File: src/rtl/gray_rx_decoder.sv
// Receive side of a Gray-coded crossing: synchronises an asynchronous Gray word,
// decodes it to binary and classifies every change as +1, -1 or an illegal jump.
module gray_rx_decoder #(
  parameter int unsigned WIDTH       = 4,
  parameter int unsigned SYNC_STAGES = 2,
  parameter int unsigned CNT_W       = 8
) (
  input  logic             clk,
  input  logic             rst_n,
  input  logic [WIDTH-1:0] g_in,
  input  logic             err_clr,
  output logic [WIDTH-1:0] bin_out,
  output logic             bin_valid,
  output logic             step_up,
  output logic             step_dn,
  output logic             step_err,
  output logic             err_sticky,
  output logic [CNT_W-1:0] step_cnt
);

  localparam int unsigned FILL_W = $clog2(SYNC_STAGES + 1);
  localparam logic [CNT_W-1:0] CNT_MAX = '1;

  typedef enum logic {S_FILL, S_RUN} state_e;

  state_e             state_q, state_d;
  logic [FILL_W-1:0]  fill_q, fill_d;
  logic [WIDTH-1:0]   sync_q [SYNC_STAGES];
  logic [WIDTH-1:0]   sync_d [SYNC_STAGES];
  logic [WIDTH-1:0]   bin_q, bin_d;
  logic [WIDTH-1:0]   diff;
  logic               valid_q, valid_d;
  logic               up_q, up_d;
  logic               dn_q, dn_d;
  logic               err_q, err_d;
  logic               sticky_q, sticky_d;
  logic [CNT_W-1:0]   cnt_q, cnt_d;
  logic               run;

  function automatic logic [WIDTH-1:0] gray2bin(input logic [WIDTH-1:0] g);
    logic [WIDTH-1:0] b;
    b = '0;
    b[WIDTH-1] = g[WIDTH-1];
    for (int i = int'(WIDTH) - 2; i >= 0; i--) begin
      b[i] = b[i+1] ^ g[i];
    end
    return b;
  endfunction

  // State register and all datapath flops
  always_ff @(posedge clk or negedge rst_n) begin
    if (!rst_n) begin
      state_q  <= S_FILL;
      fill_q   <= '0;
      for (int i = 0; i < int'(SYNC_STAGES); i++) begin
        sync_q[i] <= '0;
      end
      bin_q    <= '0;
      valid_q  <= 1'b0;
      up_q     <= 1'b0;
      dn_q     <= 1'b0;
      err_q    <= 1'b0;
      sticky_q <= 1'b0;
      cnt_q    <= '0;
    end else begin
      state_q  <= state_d;
      fill_q   <= fill_d;
      for (int i = 0; i < int'(SYNC_STAGES); i++) begin
        sync_q[i] <= sync_d[i];
      end
      bin_q    <= bin_d;
      valid_q  <= valid_d;
      up_q     <= up_d;
      dn_q     <= dn_d;
      err_q    <= err_d;
      sticky_q <= sticky_d;
      cnt_q    <= cnt_d;
    end
  end

  // Next state: wait SYNC_STAGES+1 edges so the synchroniser holds real samples
  always_comb begin
    state_d = state_q;
    fill_d  = fill_q;
    if (state_q == S_FILL) begin
      if (fill_q == FILL_W'(SYNC_STAGES)) begin
        state_d = S_RUN;
      end else begin
        fill_d = fill_q + FILL_W'(1);
      end
    end
  end

  // Datapath, classification and event bookkeeping
  always_comb begin
    sync_d[0] = g_in;
    for (int i = 1; i < int'(SYNC_STAGES); i++) begin
      sync_d[i] = sync_q[i-1];
    end
    bin_d   = gray2bin(sync_q[SYNC_STAGES-1]);
    diff    = bin_d - bin_q;
    run     = (state_q == S_RUN);
    valid_d = (state_d == S_RUN);
    up_d    = run && (diff == WIDTH'(1));
    dn_d    = run && (diff == {WIDTH{1'b1}});
    err_d   = run && (diff != '0) && !up_d && !dn_d;

    // A new event in the clear cycle wins over the clear
    sticky_d = sticky_q;
    if (err_d) begin
      sticky_d = 1'b1;
    end else if (err_clr) begin
      sticky_d = 1'b0;
    end

    cnt_d = cnt_q;
    if (up_d || dn_d) begin
      if (err_clr) begin
        cnt_d = CNT_W'(1);
      end else if (cnt_q != CNT_MAX) begin
        cnt_d = cnt_q + CNT_W'(1);
      end
    end else if (err_clr) begin
      cnt_d = '0;
    end
  end

  assign bin_out    = bin_q;
  assign bin_valid  = valid_q;
  assign step_up    = up_q;
  assign step_dn    = dn_q;
  assign step_err   = err_q;
  assign err_sticky = sticky_q;
  assign step_cnt   = cnt_q;

endmodule

File: config.mk
export PLATFORM = sky130hd
export DESIGN_NAME = gray_rx_decoder
export DESIGN_NICKNAME = d
export VERILOG_FILES = /design/src/rtl/gray_rx_decoder.sv
export SDC_FILE = /design/constraint.sdc
export NUM_CORES = 1
export LEC_CHECK = 0
export BUFFER_PORTS_ARGS = -buffer_cell sky130_fd_sc_hd__buf_2
export CAP_MARGIN = 20
export CORE_AREA = 10 10 59 61
export DETAILED_ROUTE_END_ITERATION = 16
export DIE_AREA = 0 0 69 71
export PLACE_DENSITY = 0.83
export SLEW_MARGIN = 20
export SYNTH_ARGS = -nofsm -noshare
export SYNTH_HDL_FRONTEND = slang
export SYNTH_SLANG_ARGS = --single-unit
File: constraint.sdc
create_clock -name clk -period 3.43 [get_ports clk]
set_input_delay 0.1715 -clock clk [delete_from_list [all_inputs] [get_ports clk]]
set_output_delay 0.1715 -clock clk [all_outputs]
set_load 0.005 [all_outputs]
==> flow_summary.toml, run 1 <==
[status]
outcome = "finished, final reports clean"

[clock_network]
clkLatencyLatePin_ps = 330
cts_buffers = 3
cts.sinks = 27
clock-root-buffer = "clkbuf_4"
tritoncts = "done"
clock_path_buffers = 2
cts_max_level = 1
ctsHoldBuffers = 5
cts_setup_buffers = 0
cts.clk_slew.worst_paths_ps = 140
cts_resized = 0

[global_route]
track_usage = 0.101
grt_pass1_vias = 856
grtUsageMet1 = 0.104
busiest_layer = "met2"
grt_max_degree = 28
antenna_found_initial = 0
use_met2 = 0.179
grt-ovfl-total = 0
met3_usage = 0.0251
grt_pass1_wl_microns = 4040

[critical_path]
worst_path_max_delay_cell = "dfrtp_1"
worstPathMaxFanout = 7
critPathArrivalTime_ps = 3360
ff2ff_path_depth = 12
crit_chain = "xor2_1 > xnor2_1 > xor2_1 > ha_1 > inv_1 > fa_1 > xor2_1 > nand2_1 > nor3_4 > o21ai_4 > nor3_1 > mux2_1"
cp_num_cells = 12
max_stage_delay_ps = 450
crit_type = "reg -> reg"
startpoint_type = "register"
startpoint = "bin_d[3]"
r2r-start = "bin_d[3]"
crit_family = "XOR/XNOR gates"
crit_end = "step_cnt[5]"
r2r_setup_slack_ps = 300
cp_common_cell = "xor2_1"
path_buf_inv = 1
r2r_end = "step_cnt[5]"
required_ps = 3660
cp-end-kind = "register"

[place]
place_ws_ps = 314
place.detailed.hpwl_microns = 1710
routabilityCongestion = 0.784
port_buffers = 23

[logic_synthesis]
synth_simple_gate_area_frac = 0.139
syn-cell-area_sq_um = 1200
synth_edf_count = 0
synth_xor_area_frac = 0.0571
synth_area_per_cell_sq_um = 12.2
yosys_warnings = 0
synth.top_cell.area_share = 0.561
yosysSeqAreaShare = 0.561
synth_common_cells = "27 x dfrtp_1, 8 x inv_1"
synthMuxAreaShare = 0.0177
synth.most_common_cell = "dfrtp_1"
synth_compound_area_frac = 0.126
synth_cells = 99
synth_top_family_by_area = "simple AND/OR/NAND/NOR gates"
synth_adder_area_share = 0.0685
synthTopCellsByArea = "dfrtp_1 56%, ha_1 5.2%, inv_1 2.5%, and4_1 2.2%, xnor2_1 2.2%"
ys.flop_type = "dfrtp_1"
synth_top_area_cell = "dfrtp_1"
synthesis.nets = 112
synth-async-reset-ratio = 1.00
ys_types = 39
synth_seq_cells = 27

[detailed_routing]
drtIter0Drc = 34
dr.pass1.iters = 4
post-route-drc-count = 0
via_per_inst = 5.19
ant_nets = 0
avgRoutedWirePerCell_microns = 14.5
routed-via-count = 825
drt-total-wl_microns = 2310

[floorplan]
die_y_microns = 71
coreArea_sq_um = 2390
num_rows = 18
die_area_sq_um = 4900
io_pins = 24
dieWidth_microns = 69
start_util = 0.505

[sta]
rsz0062_at_grt = "false"
clock_skew_ps = 6.59
finalSetupViolCount = 0
worstMarginPinSlew_ps = 570
fin_worst_hold_slack_ps = 93.6
fmax_ghz = 0.319
fin_ws_ps = 300
finalHoldViolations = 0
relSlewSlack = 0.620
period_needed_ps = 3130
tns_ps = 0
period_share = 0.913
slew_viol_final = 0

[power]
p_leak_nw = 0.678
power_mw = 0.712
ir_drop_v = 0.000321
power.density_nw_per_um2 = 498

[layout]
layout.area.seq_sq_um = 676
area_growth_pct = 18.7
multi_input_area_sq_um = 492
num_antenna_cells = 0
final_core_util = 0.599
fill_cells = 207
nets = 143
drive_gt1_frac = 0.279

[run]
max-cap-violations = 0

[min_path]
hold_path_class = "in -> reg"
==> report_power, final <==
part           total [mW]  switching, mW  internal (mW)
sequential          0.363         0.0154          0.348
clock               0.138         0.0930         0.0447
combinational       0.211          0.121         0.0899
total               0.712          0.229          0.482
==> worst min path at each step <==
stage,start,to,slack (ps),cells after the start
after floorplan,rst_n,bin_d[3],-120,0
after global routing,err_clr,step_cnt[4],120,2
after global placement,rst_n,sync_d[2],190,1
after detailed placement,rst_n,sync_d[1],200,1
final,err_clr,step_cnt[7],90,2
after CTS,err_clr,step_cnt[7],80,2
==> routing by layer <==
layer,vias to the layer above,part of all wire
met4,0,0.032
met2,13,0.55
met1,402,0.39
met5,-,0
li1,403,-
met3,7,0.033
==> metrics by stage <==
stage | std cells | cell area [sq um]
after global placement | 150 | 1350
after global routing | 159 | 1430
after CTS | 159 | 1430
after detailed placement | 150 | 1350
after floorplan | 99 | 1200
final | 159 | 1430
==> sequential cells by signal, indices dropped and copies added, names as in the netlist, 2 cells and up <==
signal,count
bin_out,4
fill_q,2
step_cnt,8
sync_d,4
sync_q,3
==> cell usage in the layout, fill, tap and decap left out, types with 2 or more instances in the layout <==
cell	instances
a21oi_1	4
and4_1	3
buf_2	23
clkbuf_4	3
dfrtp_1	27
dlygate4sd3_1	5
ha_1	5
inv_1	8
nand2_1	5
nand3_1	2
nor2_1	5
o21ai_0	5
or3_1	2
xnor2_1	3
xor2_1	3
==> logic make-up (layout without fill, tap and decap cells) <==
family | after synthesis | after routing
xor gates and xnor gates | 7 | 7
buffers and inverters | 10 | 40
DFF | 27 | 27
muxes | 2 | 2
and+or+nand+nor | 27 | 27
adders and majority gates | 6 | 6
AOI/OAI and AO/OA | 20 | 20
==> area by class of cell <==
class                      count  area share
clock buffer                   3      0.0157
clock inverter                 1     0.00525
inverter                       8      0.0210
multi-input combinational     62       0.344
sequential                    27       0.472
tap                           30      0.0262
timing repair buffer          28       0.115
Power figures use the tool's default switching activity.
==> inputs of run 2 (changes only) <==
ABC_AREA = 1   (was unset)
CORE_AREA = 10 10 52 70   (was 10 10 59 61)
DIE_AREA = 0 0 62 80   (was 0 0 69 71)
==> run 2 against run 1 <==
Net effect: first-iteration DRC count is 62% lower; wire length decreased by 0.78%; worst hold slack improved by 43 ps; largest power group unchanged; synthesized area is 1.7% higher; cell area increased by 1.7%; core utilization rose by 0.90 points; count of clock-buffer cells in the layout rose by 1.
==> flow_summary.toml, run 2 <==
[layout]
layout_common_cells = "27 x nand2_1, 27 x dfrtp_1, 23 x buf_2"
num_antenna_cells = 0
nets = 174
largest_reg_flops = 8
drive_gt1_frac = 0.181
area_growth_pct = 18.7
fill_cells = 212
final_cells = 194

[critical_path]
critPathArrivalTime_ps = 3030
worst_path_max_delay_cell = "fa_1"
crit_chain = "xor2_1 > xor2_1 > xor2_1 > inv_1 > ha_1 > inv_1 > fa_1 > nand3_1 > nor2_1 > nand3_1 > nand2_2 > nand2_2 > nand3_1 > nand2_1"
worstPathMaxFanout = 10
crit_type = "reg -> reg"
cp-end-kind = "register"
startpoint_type = "register"
required_ps = 3660
max_stage_delay_ps = 520
path_buf_inv = 2
crit_family = "simple AND/OR/NAND/NOR gates"

[min_path]
hold_path_class = "in -> reg"

[global_route]
grt_max_degree = 28
grt-ovfl-total = 0
grt_pass1_vias = 939
track_usage = 0.103
antenna_found_initial = 0
grt_pass1_wl_microns = 3880

[clock_network]
cts_setup_buffers = 0
clock_path_buffers = 2
cts.sinks = 27
cts_resized = 0
ctsHoldBuffers = 5
clkLatencyLatePin_ps = 330
clock-root-buffer = "clkbuf_4"
tritoncts = "done"
cts_buffers = 3
cts.clk_slew.worst_paths_ps = 140
cts_max_level = 1

[detailed_routing]
avgRoutedWirePerCell_microns = 11.8
drt-total-wl_microns = 2290
routed-via-count = 931
drtIter0Drc = 13
via_per_inst = 4.80
post-route-drc-count = 0
ant_nets = 0
dr.pass1.iters = 4

[power]
pwr-share-clk = 0.194
p_comb_frac = 0.272
ir_drop_v = 0.000291
p_sw_frac = 0.319
p_int_mw = 0.475
switchingPower_mw = 0.223
p_leak_nw = 0.816
seqPwrFrac = 0.534
power.density_nw_per_um2 = 480

[floorplan]
num_rows = 21
dieWidth_microns = 62
coreArea_sq_um = 2390
die_y_microns = 80
die_area_sq_um = 4960
start_util = 0.512
io_pins = 24

[logic_synthesis]
synth_area_per_cell_sq_um = 9.50
ys.flop_type = "dfrtp_1"
synth.top_cell.area_share = 0.552
synth_top_area_cell = "dfrtp_1"
synth_cells = 129
syn-cell-area_sq_um = 1220
synthesis.nets = 142
yosys_warnings = 0
synth_edf_count = 0
synth-async-reset-ratio = 1.00
synth_common_cells = "27 x dfrtp_1, 27 x nand2_1, 22 x inv_1, 17 x nand3_1, 8 x xor2_1"
synthTopCellsByArea = "dfrtp_1 55%, nand2_1 8.3%, nand3_1 6.9%, inv_1 6.7%, xor2_1 5.7%"
synth_seq_cells = 27
yosysSeqAreaShare = 0.552
ys_types = 18

[sta]
fin_worst_hold_slack_ps = 136
worstMarginPinSlew_ps = 562
fmax_ghz = 0.357
relSlewSlack = 0.626
finalSetupViolCount = 0
rsz0062_at_grt = "false"
tns_ps = 0
clock_skew_ps = 6.83
period_share = 0.817
finalHoldViolations = 0
period_needed_ps = 2800
slew_viol_final = 0

[place]
post-place-cells = 185
place.detailed.hpwl_microns = 1770
routabilityCongestion = 0.934
port_buffers = 23

[status]
outcome = "finished, final reports clean"

[run]
max-cap-violations = 0
run 2: logic make-up (layout without fill, tap and decap cells):
kind of cell / count (synthesis) / in the layout / synth area share
compound gates: 3 / 3 / 0.0143
xor+xnor: 10 / 10 / 0.0715
fa+ha+maj: 6 / 6 / 0.0674
buf+inv: 23 / 54 / 0.0715
flops: 27 / 27 / 0.552
simple gates: 60 / 60 / 0.224
run 2: path summary, 6_finish.rpt:
check,cells after the start,slack [ps],end,from
worst max-delay path,14,630,step_cnt[4],bin_d[3]
worst min-delay path,4,140,step_cnt[6],err_clr
worst max register to register,14,630,step_cnt[4],bin_d[3]
worst min register to register,0,370,bin_d[3],sync_d[3]
max in group asynchronous,2,2700,sync_q[2],rst_n
min in group asynchronous,2,350,step_dn,rst_n
run 2: routing by layer:
metal | track usage | wire [microns] | vias to the layer above
met5 | 0 | 0 | -
met4 | 0.0673 | 66 | 0
met3 | 0.0334 | 146 | 6
met2 | 0.164 | 1090 | 30
met1 | 0.112 | 991 | 427
li1 | - | - | 468
run 2: area by class of cell:
cell class,count,area (sq um),area share
Clock buffer,4,26.3,0.0181
Multi-Input combinational cell,79,462,0.318
Inverter,22,82.6,0.0568
Sequential cell,27,676,0.465
Timing Repair Buffer,28,165,0.114
Tap cell,34,42.5,0.0293
run 2: worst min-delay path, cell delays in order:
cell and delay, ps:
buf_2 110, nor2_1 50, nand2_1 50, nand2_1 60
run 2: power groups by stage:
stage | Sequential (mW) | Clock, mW | Combinational (mW)
after floorplan | 0.381 | 0 | 0.118
after CTS | 0.373 | 0.142 | 0.192
after detailed placement | 0.380 | 0 | 0.186
final | 0.373 | 0.136 | 0.190
after global routing | 0.377 | 0.150 | 0.221
after global placement | 0.379 | 0 | 0.179
run 2: metrics by stage:
step / power, mW / worst slack (ps) / utilization / instance area [sq um]
finish: 0.698 / 628 / 0.608 / 1450
global route: 0.749 / 285 / 0.608 / 1450
CTS: 0.707 / 620 / 0.608 / 1450
detailed placement: 0.566 / 650 / 0.576 / 1380
global placement: 0.558 / 804 / 0.576 / 1380
floorplan: 0.499 / 955 / - / 1220
==> inputs of run 3 (changes only) <==
CORE_AREA = 10 10 54 73   (was 10 10 52 70)
DIE_AREA = 0 0 64 83   (was 0 0 62 80)
PLACE_DENSITY = 0.8   (was 0.83)
clock period = 2.27 ns   (was 3.43 ns; I/O delays follow)
==> run 3 against run 2 <==
Net effect: the flow now finishes with violations (setup timing); cell count rose by 3.6%; sequential share of layout area fell by 2.6 points; clock skew fell by 3.3 ps; worst setup slack got worse by 970 ps; core utilization fell by 2.0 points; critical path type unchanged.
==> flow_summary.toml, run 3 (synthesized netlist as in run 2, its figures left out) <==
[floorplan]
start_util = 0.468
die_y_microns = 83
coreArea_sq_um = 2620
num_rows = 22
die_area_sq_um = 5310
dieWidth_microns = 64
io_pins = 24

[critical_path]
cp-end-kind = "register"
startpoint_type = "register"
worstPathMaxFanout = 7
ff2ff_path_depth = 14
r2r-start = "bin_d[3]"
crit_type = "reg -> reg"
r2r_setup_slack_ps = -340
critPathArrivalTime_ps = 2850
r2r_end = "step_cnt[1]"
required_ps = 2500

[global_route]
grt_pass1_vias = 1017
grt-ovfl-total = 0
grt_pass1_wl_microns = 4420
antenna_found_initial = 0
grt_max_degree = 28
track_usage = 0.102

[power]
power.density_nw_per_um2 = 727
ir_drop_v = 0.000438
p_leak_nw = 0.854

[sta]
fin_worst_hold_slack_ps = 75.6
relSlewSlack = 0.610
fmax_ghz = 0.383
finalHoldViolations = 0
finalSetupViolCount = 11
period_share = 1.15
worstMarginPinSlew_ps = 585
slew_viol_final = 0
rsz0062_at_grt = "true"
fin_ws_ps = -341
clock_skew_ps = 3.52
period_needed_ps = 2610

[layout]
num_antenna_cells = 0
stdcell_area_sq_um = 1540
fill_cells = 221
largest_reg_flops = 8
layout_common_cells = "27 x nand2_1, 27 x dfrtp_1, 23 x buf_2"
final_core_util = 0.589
nets = 179
area_growth_pct = 25.6
drive_gt1_frac = 0.255

[run]
max-cap-violations = 0

[clock_network]
cts.clk_slew.worst_paths_ps = 140
cts_buffers = 3
cts.sinks = 27
tritoncts = "done"
cts_max_level = 1
clock-root-buffer = "clkbuf_4"
clkLatencyLatePin_ps = 330
clock_path_buffers = 2

[detailed_routing]
via_per_inst = 4.84
avgRoutedWirePerCell_microns = 12.8
routed-via-count = 973
dr.pass1.iters = 4
drtIter0Drc = 42
ant_nets = 0
drt-total-wl_microns = 2570
post-route-drc-count = 0

[place]
port_buffers = 23
place_area_sq_um = 1430
place.detailed.hpwl_microns = 1830
routabilityCongestion = 0.783

[min_path]
holdPathStages = 4
hold_path_class = "in -> reg"
min_from = "err_clr"
whs_endpoint = "step_cnt[4]"

[status]
violations = "setup timing"
outcome = "finished with violations"
-- run 3: routing by layer --
metal,up-vias,share of wire,GRT usage
li1,475,-,-
met1,458,0.38,0.102
met2,31,0.52,0.174
met3,9,0.065,0.0309
met4,0,0.034,0.0716
met5,-,0,0
-- run 3: per-stage QoR --
stage | total power [mW] | TNS, ps | setup WS (ps) | cells
after floorplan | 0.769 | -747 | -100 | 129
final | 1.12 | -3240 | -341 | 201
after global placement | 0.869 | -1600 | -192 | 190
after CTS | 1.12 | -2950 | -312 | 200
after detailed placement | 0.882 | -2950 | -341 | 190
after global routing | 1.20 | -5110 | -514 | 201
-- run 3: what timing repair did --
action	4_1_cts	5_1_grt
endpoints found under the hold margin	31	0
pin swaps	4	3
endpoints found under the setup margin	11	12
resized for setup	4	1
gates cloned	1	0
buffers inserted	0	1
hold buffers	5	0
-- run 3: layout make-up --
| type | count | area (sq um) | area share |
|---|---|---|---|
| sequential | 27 | 676 | 0.439 |
| multi-input combinational | 80 | 513 | 0.333 |
| timing repair buffer | 32 | 195 | 0.127 |
| inverter | 22 | 82.6 | 0.0537 |
| tap | 36 | 45.0 | 0.0293 |
| clock buffer | 3 | 22.5 | 0.0146 |
| clock inverter | 1 | 5.00 | 0.00325 |
-- run 3: report_power, final --
group | internal [mW] | leakage (nW) | switching, mW
combinational | 0.146 | 0.508 | 0.199
sequential | 0.532 | 0.328 | 0.0321
clock | 0.0662 | 0.0177 | 0.143
-- run 3: how the worst max path moves through the flow --
stage                   start           to  slack, ps  depth (start not counted)
global route         bin_d[3]  step_cnt[1]       -510                         13
global placement    sync_q[2]  step_cnt[1]       -190                         13
detailed placement  sync_q[2]  step_cnt[1]       -340                         13
finish               bin_d[3]  step_cnt[1]       -340                         14
floorplan            bin_d[3]  step_cnt[0]       -100                         14
CTS                 sync_q[2]  step_cnt[1]       -310                         14
-- run 3: worst max-delay path, stage by stage (launching register included) --
cell,delay [ps]
dfrtp_1,430
xor2_2,200
xor2_2,190
xor2_1,160
inv_1,80
ha_2,170
inv_2,40
fa_1,410
xnor2_2,180
nor2_1,140
nand3_2,140
nand2_4,130
nand2_4,80
nand3_1,100
nand2_1,60
